--- config.mk ---
export PLATFORM = sky130hd
export DESIGN_NAME = mw_stage
export DESIGN_NICKNAME = d
export VERILOG_FILES = /design/src/rtl/mw_stage.sv
export SDC_FILE = /design/constraint.sdc
export NUM_CORES = 1
export LEC_CHECK = 0
export CORE_ASPECT_RATIO = 2
export CORE_MARGIN = 3
export CORE_UTILIZATION = 35
export CTS_BUF_LIST = sky130_fd_sc_hd__clkbuf_8
export DETAILED_ROUTE_END_ITERATION = 8
export GPL_TIMING_DRIVEN = 1
export PLACE_DENSITY = 0.6
export RECOVER_POWER = 50
export SYNTH_ARGS = -nofsm -noshare
export SYNTH_HDL_FRONTEND = slang
export SYNTH_SLANG_ARGS = --single-unit
--- constraint.sdc ---
create_clock -name clock -period 2.6 [get_ports clock]
set_input_delay 0.39 -clock clock [delete_from_list [all_inputs] [get_ports clock]]
set_output_delay 0.39 -clock clock [all_outputs]
set_load 0.005 [all_outputs]
--- src/rtl/mw_stage.sv ---
// M->W pipeline stage: two-entry in-order skid buffer carrying the full
// instruction payload. in_ready depends on state only, breaking the ready path.
//
// state | meaning
// ------+--------------------------------------------
// EMPTY | no instruction held, head outputs read zero
// ONE   | head holds the oldest instruction
// FULL  | head and skid both hold instructions

module mw_stage #(
    parameter int DATA_W = 32,
    parameter int OP_W   = 5,
    parameter int RD_W   = 5
) (
    input  logic              clock,
    input  logic              reset,
    input  logic              in_valid,
    output logic              in_ready,
    input  logic [DATA_W-1:0] data,
    input  logic [DATA_W-1:0] alu,
    input  logic [DATA_W-1:0] tgt,
    input  logic [OP_W-1:0]   op,
    input  logic [RD_W-1:0]   rd,
    input  logic              of,
    input  logic              flush,
    input  logic              out_ready,
    output logic              out_valid,
    output logic [DATA_W-1:0] data_out,
    output logic [DATA_W-1:0] alu_out,
    output logic [DATA_W-1:0] target,
    output logic [OP_W-1:0]   opcode,
    output logic [RD_W-1:0]   rd_addr,
    output logic              overflow,
    output logic [1:0]        count
);

    localparam int PW = 3*DATA_W + OP_W + RD_W + 1;

    typedef enum logic [1:0] {
        EMPTY = 2'd0,
        ONE   = 2'd1,
        FULL  = 2'd2
    } state_t;

    state_t          state_q, state_d;
    logic [PW-1:0]   head_q, skid_q, pay_in, head_vis;
    logic            push, pop;

    assign pay_in = {data, alu, tgt, op, rd, of};
    assign push   = in_valid & in_ready;
    assign pop    = out_valid & out_ready;

    always_ff @(posedge clock) begin
        if (reset || flush) begin
            state_q <= EMPTY;
        end else begin
            state_q <= state_d;
        end
    end

    always_comb begin
        state_d = state_q;
        case (state_q)
            EMPTY: if (push) state_d = ONE;
            ONE: begin
                if (push && !pop)      state_d = FULL;
                else if (pop && !push) state_d = EMPTY;
            end
            FULL:    if (pop) state_d = ONE;
            default: state_d = EMPTY;
        endcase
    end

    always_comb begin
        in_ready  = (state_q != FULL);
        out_valid = (state_q != EMPTY);
        count     = state_q;
    end

    // Payload registers; flush and reset both scrub them so nothing stale can leak out.
    always_ff @(posedge clock) begin
        if (reset || flush) begin
            head_q <= '0;
            skid_q <= '0;
        end else begin
            case (state_q)
                EMPTY: if (push) head_q <= pay_in;
                ONE: begin
                    if (push && pop) head_q <= pay_in;
                    else if (push)   skid_q <= pay_in;
                end
                FULL: if (pop) head_q <= skid_q;
                default: ;
            endcase
        end
    end

    assign head_vis = (state_q == EMPTY) ? '0 : head_q;
    assign {data_out, alu_out, target, opcode, rd_addr, overflow} = head_vis;

endmodule

# Yosys cells after proc, flatten, opt, wreduce, memory -nomap -nowiden
# Index checks and enable logic that the tools add are counted.
# word_totals
wordCells	35
memories	0
out_inout_bits	111
mem_bits_ro	0
latchBits	0
in_bits	112
mem_bits_rw	0
register_bits	216
# op_classes
mux	10
order_cmp	0
multipliers	0
shift	0
eq_ne	7
n_bitwise	3
reduce_logical	12
addsub	0
n_div	0
# ops
cell	count
two-way mux 107 bit	4
case mux 107 bit (3 select lines)	1
two-way mux 2 bit	4
inequality test 2 bit, second input constant	4
case mux 2 bit (3 select lines)	1
AND reduction 3 bit	2
AND reduction 4 bit	1
logical AND 1 bit	3
inequality test 3 bit, second input constant	1
nonzero test 3 bit	1
AND 1 bit	2
== test 2 x 1 -> 1 bit, second input constant	1
== test 2 bit, second input constant	1
logical NOT 1 bit	2
logical NOT 2 bit	1
nonzero test 2 bit	1
logical OR 1 bit	1
inverter 1 bit	1

# Longest topological paths before layout
# logic_depth
word_depth	7
depth_mapped	7

# Worst setup path before layout
# OpenSTA, ideal clock, no wires.
# synth_path
kind	reg2out
start	register state_q[0], in the netlist count[0]
end	output data_out[10]
required_ns	2.210
arrival_time_ns	1.370
path_slack_ns	0.840
stages_incl_launch_ff	6
path_buffers	3
cell_sequence	dfxtp_1 -> or2_2 -> clkbuf_1 -> clkbuf_1 -> clkbuf_1 -> and2_1
# synth_via
elab_chain_cells	2
# synth_lines
element	line_no	rtl
start: declaration	45	state_t state_q, state_d;
start signal: assignment	57	state_q <= state_d;
logical NOT 2 bit	98	assign head_vis = (state_q == EMPTY) ? '0 : head_q;
two-way mux 107 bit	98	
end: declaration	28	output logic [DATA_W-1:0] data_out,
# No other way between the ends.

# Worst setup path after layout
# layout_path
start	register state_q[1], in the netlist count[1]
end	output alu_out[29]
# layout_via
elab_chain_cells	2
# layout_lines
element	line_no	rtl
logical NOT 2 bit	98	
two-way mux 107 bit	98	
end: declaration	29	output logic [DATA_W-1:0] alu_out,
# No other way between the ends.

==> summary.md <==
| Metric | Value |
|---|---|
| CP Max Fanout | `63` |
| Gpl congestion | `0.764` |
| Die extent in x | `124 microns` |
| Critical Path RT | `2.21 ns` |
| Area leader, netlist | `dfxtp_1` |
| Power per cell area | `558 mW/mm^2` |
| Top post-synthesis cells by area | `dfxtp_1, a211oi_1, mux2i_1` |
| Number of global-route vias before repair | `8453` |
| Internal | `5.46 mW` |
| CP arrival | `2.12 ns` |
| Switching pwr | `1.83 mW` |
| Max Fclk | `0.398 GHz` |
| Final period util | `a little over nine tenths` |
| WL per Instance | `roughly 19 microns` |
| CP endpoint kind | `output port` |
| Num CTS Buffers | `35` |
| Total GRT Usage | `19.5%` |
| I/O Buffers | `about 220` |
| Die area | `0.0302 sq mm` |
| Via count | `roughly 8700` |
| Core Box Area | `0.0275 sq mm` |
| Worst VDD drop | `~0.00039 V` |
| Logic pwr share | `between 10% and 20%` |
| Seq cells post-synth | `216` |
| Lkg Pwr | `5.09 nW` |
| Area Overhead vs Synth | `32.9%` |
| Iter 0 DRT Violations | `about 500` |
| Hold WC Path Type | `in2reg` |
| DP HPWL | `18900 microns` |
| Final Hold Violating Endpoints | `0` |
| Critical path type | `reg2out` |
| Post-synthesis cell area | `0.00982 sq mm` |
| Synth top area share | `around 44%` |
| Drt pass-1 iters | `5` |
| Grt ovf | `0` |
| Final net count | `between 1000 and 1500` |
| I/O pin cnt | `223` |
| CTS tree | `yes` |
| Post-Syn Nets | `1214` |
| Post-DRT Antenna Nets | `0` |
| Clk sinks | `216` |
| Status | `completed` |
| Clk Latency, worst-skew pair | `0.51 ns` |
| Post-CTS setup buffer count | `0` |
| Clock-pin slew on the worst setup and hold paths | `0.07 ns` |
| Critical path launch point type | `register` |
| H-tree Lvls | `2` |
| Fin Setup TNS | `0 ns` |
| Die Y | `243 microns` |
| Final Setup Violations | `0` |
| Ys Warns | `0` |
| First-pass GRT wire length | `48400 microns` |
| Antenna violations before repair | `3` |
| Final wirelength | `30600 microns` |
| Shortest period the worst path allows | `2.51 ns` |
| Seq/Total Area, Yosys | `44.0%` |
| DR vias/cell | `5.25` |
| Synth cell types | `21` |
| Layout cells sized above 1 | `about 9.0%` |
| Pin count of the biggest net entering global routing | `68` |
| Switching portion of total power | `between 20 and 30%` |
| Starting Density | `35.6%` |
| Final Skew | `around 0.011 ns` |
| Final setup margin | `slightly below 0.09 ns` |
| Relative slew slack | `a little under a fifth` |
| Sequential power share | `47.2%` |
| Clock Tree Buf Depth | `3` |
| Final slew viol count | `0` |
| Mapped Avg Cell Area | `8.91 sq um` |
| CTS Root Cell | `clkbuf_8` |
| Row cnt | `86` |
| DRC Markers | `0` |
| Syn Inst Count | `1102` |
| Fin Hold WS | `~0.45 ns` |
| Maxcap violations | `0` |
| Worst-margin pin slew | `1.22 ns` |
| Place WS | `0.290 ns` |
| Clock group share of total power | `about two fifths` |
==> path summary, 6_finish.rpt <==
path / from / endpoint / slack [ns] / cells after the start
worst max-delay path: count[1] / alu_out[29] / 0.09 / 4
worst min register to register: skid_q[72] / skid_q[72] / 0.45 / 2
worst min-delay path: rd[1] / skid_q[2] / 0.45 / 3
worst max register to register: count[1] / head_q[17] / 0.36 / 5
==> per-layer routing <==
metal,global-route usage [%],routed length [microns],vias to the layer above
met1,23.6,12400,4125
met4,8.26,1050,0
met3,3.28,1320,53
li1,-,-,4251
met5,0,0,-
met2,34.1,15800,224
==> kinds of logic after synthesis <==
logic type | after synthesis | synth area share [%]
flops | 216 | 44.0
mux | 107 | 10.9
compound gates | 326 | 23.7
buf+inv | 120 | 5.48
simple gates | 333 | 15.9
==> sequential cells by signal, summed over array words and instances, names as in the netlist <==
register / cells
count: 2
head_q: 107
skid_q: 107
==> critical path, stage by stage (launching register included) <==
cell	delay, ns
dfxtp_1	0.31
or2_2	0.33
buf_8	0.21
and2_1	0.20
clkdlybuf4s50_1	0.53
==> per-stage QoR <==
| stage | utilization, % | instance area, sq um | cells | power (mW) |
|---|---|---|---|---|
| 2_1_floorplan | - | 9820 | 1102 | 3.93 |
| 3_3_place_gp | 45.0 | 12400 | 1585 | 4.33 |
| 3_5_place_dp | 45.0 | 12400 | 1585 | 4.33 |
| 4_1_cts | 47.6 | 13100 | 1646 | 7.40 |
| 5_1_grt | 47.4 | 13000 | 1649 | 7.59 |
| 6_report | 47.4 | 13000 | 1649 | 7.28 |
==> cells in the final DEF (no fill, tap or decap) <==
cell type and count:
nand2_1 216, bufinv_16 2, buf_8 1, clkinvlp_4 1
dfxtp_1 216, clkinv_2 4, a21oi_1 108, or2_2 1
a211oi_2 29, mux2i_1 107, nor2b_1 1, a21o_1 1
nand2b_2 1, clkbuf_2 3, diode_2 3, and3b_4 1
buf_4 12, a21o_4 1, o21bai_1 1, nand2b_4 1
and2_1 108, or3b_2 1, a211oi_1 186, inv_1 12
nand4bb_4 1, clkbuf_4 1, dlygate4sd3_1 1, or2_4 1
buf_12 10, clkbuf_8 42, buf_2 1, clkdlybuf4s50_1 221
buf_6 1, nor4bb_2 1
==> area by class of cell <==
| type | count | area [sq um] |
|---|---|---|
| clock inverter | 19 | 133 |
| sequential | 216 | 4320 |
| tap | 352 | 440 |
| clock buffer | 42 | 578 |
| antenna | 3 | 7.51 |
| fill | 2672 | 14500 |
| multi-input combinational | 766 | 5000 |
| timing repair buffer | 251 | 2570 |
==> cell usage after synthesis <==
library cell	number
nor4bb_1	1
nand2_1	216
a21oi_1	108
nand4bb_1	1
buf_4	2
buf_6	5
and3b_1	1
and2_1	108
buf_2	34
or3b_2	1
mux2i_1	107
a211oi_2	30
clkbuf_1	77
nand2b_1	2
buf_1	2
dfxtp_1	216
a21o_1	2
or2_2	2
nor2b_1	1
o21bai_1	1
a211oi_1	185
==> power by group through the flow <==
stage / sequential (mW) / clock, mW / combinational (mW)
3_5_place_dp: 3.51 / 0 / 0.820
2_1_floorplan: 3.50 / 0 / 0.431
5_1_grt: 3.45 / 3.26 / 0.882
3_3_place_gp: 3.51 / 0 / 0.812
4_1_cts: 3.44 / 3.14 / 0.825
6_report: 3.44 / 3.03 / 0.811
==> timing repair <==
| item | 4_1_cts | 5_1_grt |
|---|---|---|
| hold buffers | 0 | 0 |
| gates resized for setup | 2 | 2 |
| setup endpoints to repair | 54 | 17 |
Power figures use the tool's default switching activity.
==> RTL edit 1: new RTL, same settings <==
Set the parameter `OP_W` to 10 (it was 5).
--- a/src/rtl/mw_stage.sv
+++ b/src/rtl/mw_stage.sv
@@ -10,5 +10,5 @@
 module mw_stage #(
     parameter int DATA_W = 32,
-    parameter int OP_W   = 5,
+    parameter int OP_W   = 10,
     parameter int RD_W   = 5
 ) (
Interface: changed (resized op and opcode); port bits go from 223 to 233. The function was not compared with the original's and may differ.
==> RTL edit 1 against the unedited design <==
Final area grew 4.3%; sequential cell count up 10; total power increased by 5.9%; routed wire length rose by 6.7%; worst hold slack worse by 0.026 ns; fmax is 2.5% higher; synthesized area increased by 5.2%; via count up 5.5%; critical path depth is the same; die area up 5.0%; largest power group unchanged; setup slack improved by 0.061 ns.
==> RTL edit 1: results (changes against the unedited design) <==
| Metric | Value |
|---|---|
| Largest net degree at the start of global routing | `103 (+51%)` |
| Avg Vias per Cell | `5.31 (+1.2%)` |
| WL met1 | `12900 µm (+3.4%)` |
| Initial drt markers | `546 (+12%)` |
| Lkg Pwr | `5.31 nW (+4.3%)` |
| End of the worst hold path | `skid_q[71]$_SDFFE_PP0P_` |
| Met2 wire length | `17000 µm (+7.6%)` |
| Max IR drop VDD | `0.000360 V (-8.1%)` |
| Worst-margin pin slew | `1.07 ns (-0.159 ns)` |
| Syn-to-layout area delta | `31.7%` |
| Met2 Use GR | `34.7% (+0.69 points)` |
| CTS buffer count | `36 (+2.9%)` |
| CP peak stage delay | `0.51 ns (-0.02 ns)` |
| First-pass GRT wire length | `51600 µm (+6.5%)` |
| WL/cell | `19.0 µm (+2.3%)` |
| RD Place Congestion | `0.750 (-1.9%)` |
| Worst hold slack | `0.425 ns (-0.0265 ns)` |
| Syn Inst Count | `1152 (+4.5%)` |
| Worst r2r src | `count[0]$_SDFFE_PP0P_` |
| Initial antenna violation count | `10 (+7)` |
| Met3 Resource Use GR | `3.61% (+0.32 points)` |
| CP arrival | `2.06 ns (-0.06 ns)` |
| Main area contributors after synthesis | `dfxtp_1 (44%), a211oi_1 (14%), mux2i_1 (11%)` |
| Status | `complete, no violations` |
| Pre-CTS worst setup slack | `0.423 ns (+0.133 ns)` |
| CP Max Fanout | `61 (-3.2%)` |
| Crit path capture | `data_out[0]` |
==> RTL edit 1: cell count changes in the layout (fill, tap and decap cells not counted), sizes merged, moves of 3 or more <==
| cell | delta |
|---|---|
| a211oi | +10 |
| a21oi | +5 |
| and2 | +5 |
| buf | -5 |
| clkbuf | +9 |
| clkdlybuf4s50 | +11 |
| dfxtp | +10 |
| diode | +7 |
| inv | -3 |
| mux2i | +5 |
| nand2 | +10 |
==> RTL edit 1: logic make-up after synthesis <==
family / synth area share [%]
AND/OR/NAND/NOR: 15.8
AO/OA/AOI/OAI: 23.5
flip-flops: 43.8
buffers and inverters: 6.06
multiplexers: 10.9
==> RTL edit 1: layout make-up <==
| type | count | area, µm² |
|---|---|---|
| antenna | 10 | 25.0 |
| clock buffer | 48 | 661 |
| clock inverter | 15 | 116 |
| fill | 2859 | 15400 |
| multi-input combinational | 801 | 5160 |
| sequential | 226 | 4520 |
| tap | 360 | 450 |
| timing repair buffer | 259 | 2660 |
==> RTL edit 2: new RTL, config.mk and constraints unchanged <==
Without the edit above. Register the output `count`, without a reset; this adds one clock of latency there. The other outputs are not delayed to match.
--- a/src/rtl/mw_stage.sv
+++ b/src/rtl/mw_stage.sv
@@ -43,4 +43,6 @@
     } state_t;
 
+    logic [1:0] count_d;
+
     state_t          state_q, state_d;
     logic [PW-1:0]   head_q, skid_q, pay_in, head_vis;
@@ -75,5 +77,5 @@
         in_ready  = (state_q != FULL);
         out_valid = (state_q != EMPTY);
-        count     = state_q;
+        count_d   = state_q;
     end
 
@@ -99,4 +101,8 @@
     assign {data_out, alu_out, target, opcode, rd_addr, overflow} = head_vis;
 
+    always_ff @(posedge clock) begin
+        count <= count_d;
+    end
+
 endmodule
 
Behaviour: not the same (a bounded check fails within 4 cycles, from zero or initial values).
==> RTL edit 2 against the unedited design <==
Via count up 0.92%; setup slack better by 0.030 ns; routed wire length up 1.2%; final area up 0.78%; sequential share of layout area about the same; synthesized area up 0.41%; sequential cell count up 2; total power up 1.4%; worst hold slack about the same; combinational power about the same.
==> RTL edit 2: results (changes against the unedited design) <==
| Metric | Value |
|---|---|
| Status | `complete, no violations` |
| Reg2reg setup slack | `0.22 ns (-0.14 ns)` |
| Tot GR Track Use | `19.6% (+0.12 points)` |
| Crit path capture | `data_out[14]` |
| Internal power | `5.57 mW (+2.0%)` |
| CP Max Fanout | `61 (-3.2%)` |
| Met3 wire length | `1330 µm (+0.23%)` |
| Syn_nets | `1216 (+0.16%)` |
| Initial drt markers | `572 (+17%)` |
| Clock power frac | `42.0% (+0.4 points)` |
| Fmax | `403 MHz (+1.2%)` |
| First-pass DRT Iterations | `6 (+1)` |
| NumNets Final | `1381 (-0.072%)` |
| Worst r2r src | `count_d[1]$_SDFFE_PP0P_` |
| R2r endpoint | `skid_q[15]$_SDFFE_PP0P_` |
| Met2 wire length | `15700 µm (-0.55%)` |
| Fillers | `2656 (-0.60%)` |
| Max IR drop VDD | `0.000392 V (about the same)` |
| Lkg Pwr | `5.10 nW (+0.26%)` |
| Worst hold slack | `0.451 ns (+0.00000100 ns)` |
| CTS buffer count | `34 (-2.9%)` |
| P_comb | `814 µW (about the same)` |
| Post_cts resized | `1 (-1)` |
| Min-Delay Path Depth | `2 (-1)` |
| Met3 Resource Use GR | `3.14% (-0.14 points)` |
| Tightest Hold Check Type | `reg -> reg` |
| Layout cell share with drive strength beyond 1 | `9.20% (+0.24 points)` |
| Largest net degree at the start of global routing | `70 (+2.9%)` |
| RD Place Congestion | `0.762 (-0.27%)` |
| Met2 Use GR | `33.6% (-0.49 points)` |
| Grt met1 use | `23.4% (-0.23 points)` |
| Register area share after synthesis | `44.3% (+0.23 points)` |
| Synth top cells by count | `dfxtp_1 (218), nand2_1 (216), a211oi_1 (185)` |
| DP Wirelength | `18900 µm (-0.11%)` |
| First-pass GRT wire length | `49000 µm (+1.2%)` |
| Skew final | `0.0162 ns (+0.00549 ns)` |
| Post-route insts no fill | `1653 (+0.24%)` |
==> RTL edit 2: changes by cell type after synthesis <==
cell / unedited run / this run
dfxtp_1: 216 / 218
==> RTL edit 2: logic make-up after synthesis <==
family | after synthesis | share of synthesized area [%]
AND/OR/NAND/NOR | 333 | 15.8
AO/OA/AOI/OAI | 326 | 23.6
buffers and inverters | 120 | 5.46
multiplexers | 107 | 10.9
flip-flops | 218 | 44.3
==> RTL edit 2: area by class of cell <==
cell class	instances	area share [%]
clock buffers	48	5.03
multi-input cells	766	38.0
diodes	8	0.152
repair buffers	249	19.6
clock inverters	12	0.619
flip-flops and latches	218	33.2
well taps	352	3.35
==> RTL edit 2: stage by stage <==
stage | cell area [µm²] | total power [mW] | utilization (%)
2_1_floorplan | 9860 | 3.96 | -
3_3_place_gp | 12500 | 4.36 | 45.0
3_5_place_dp | 12500 | 4.37 | 45.0
4_1_cts | 13200 | 7.51 | 47.7
5_1_grt | 13100 | 7.73 | 47.5
6_report | 13100 | 7.39 | 47.5
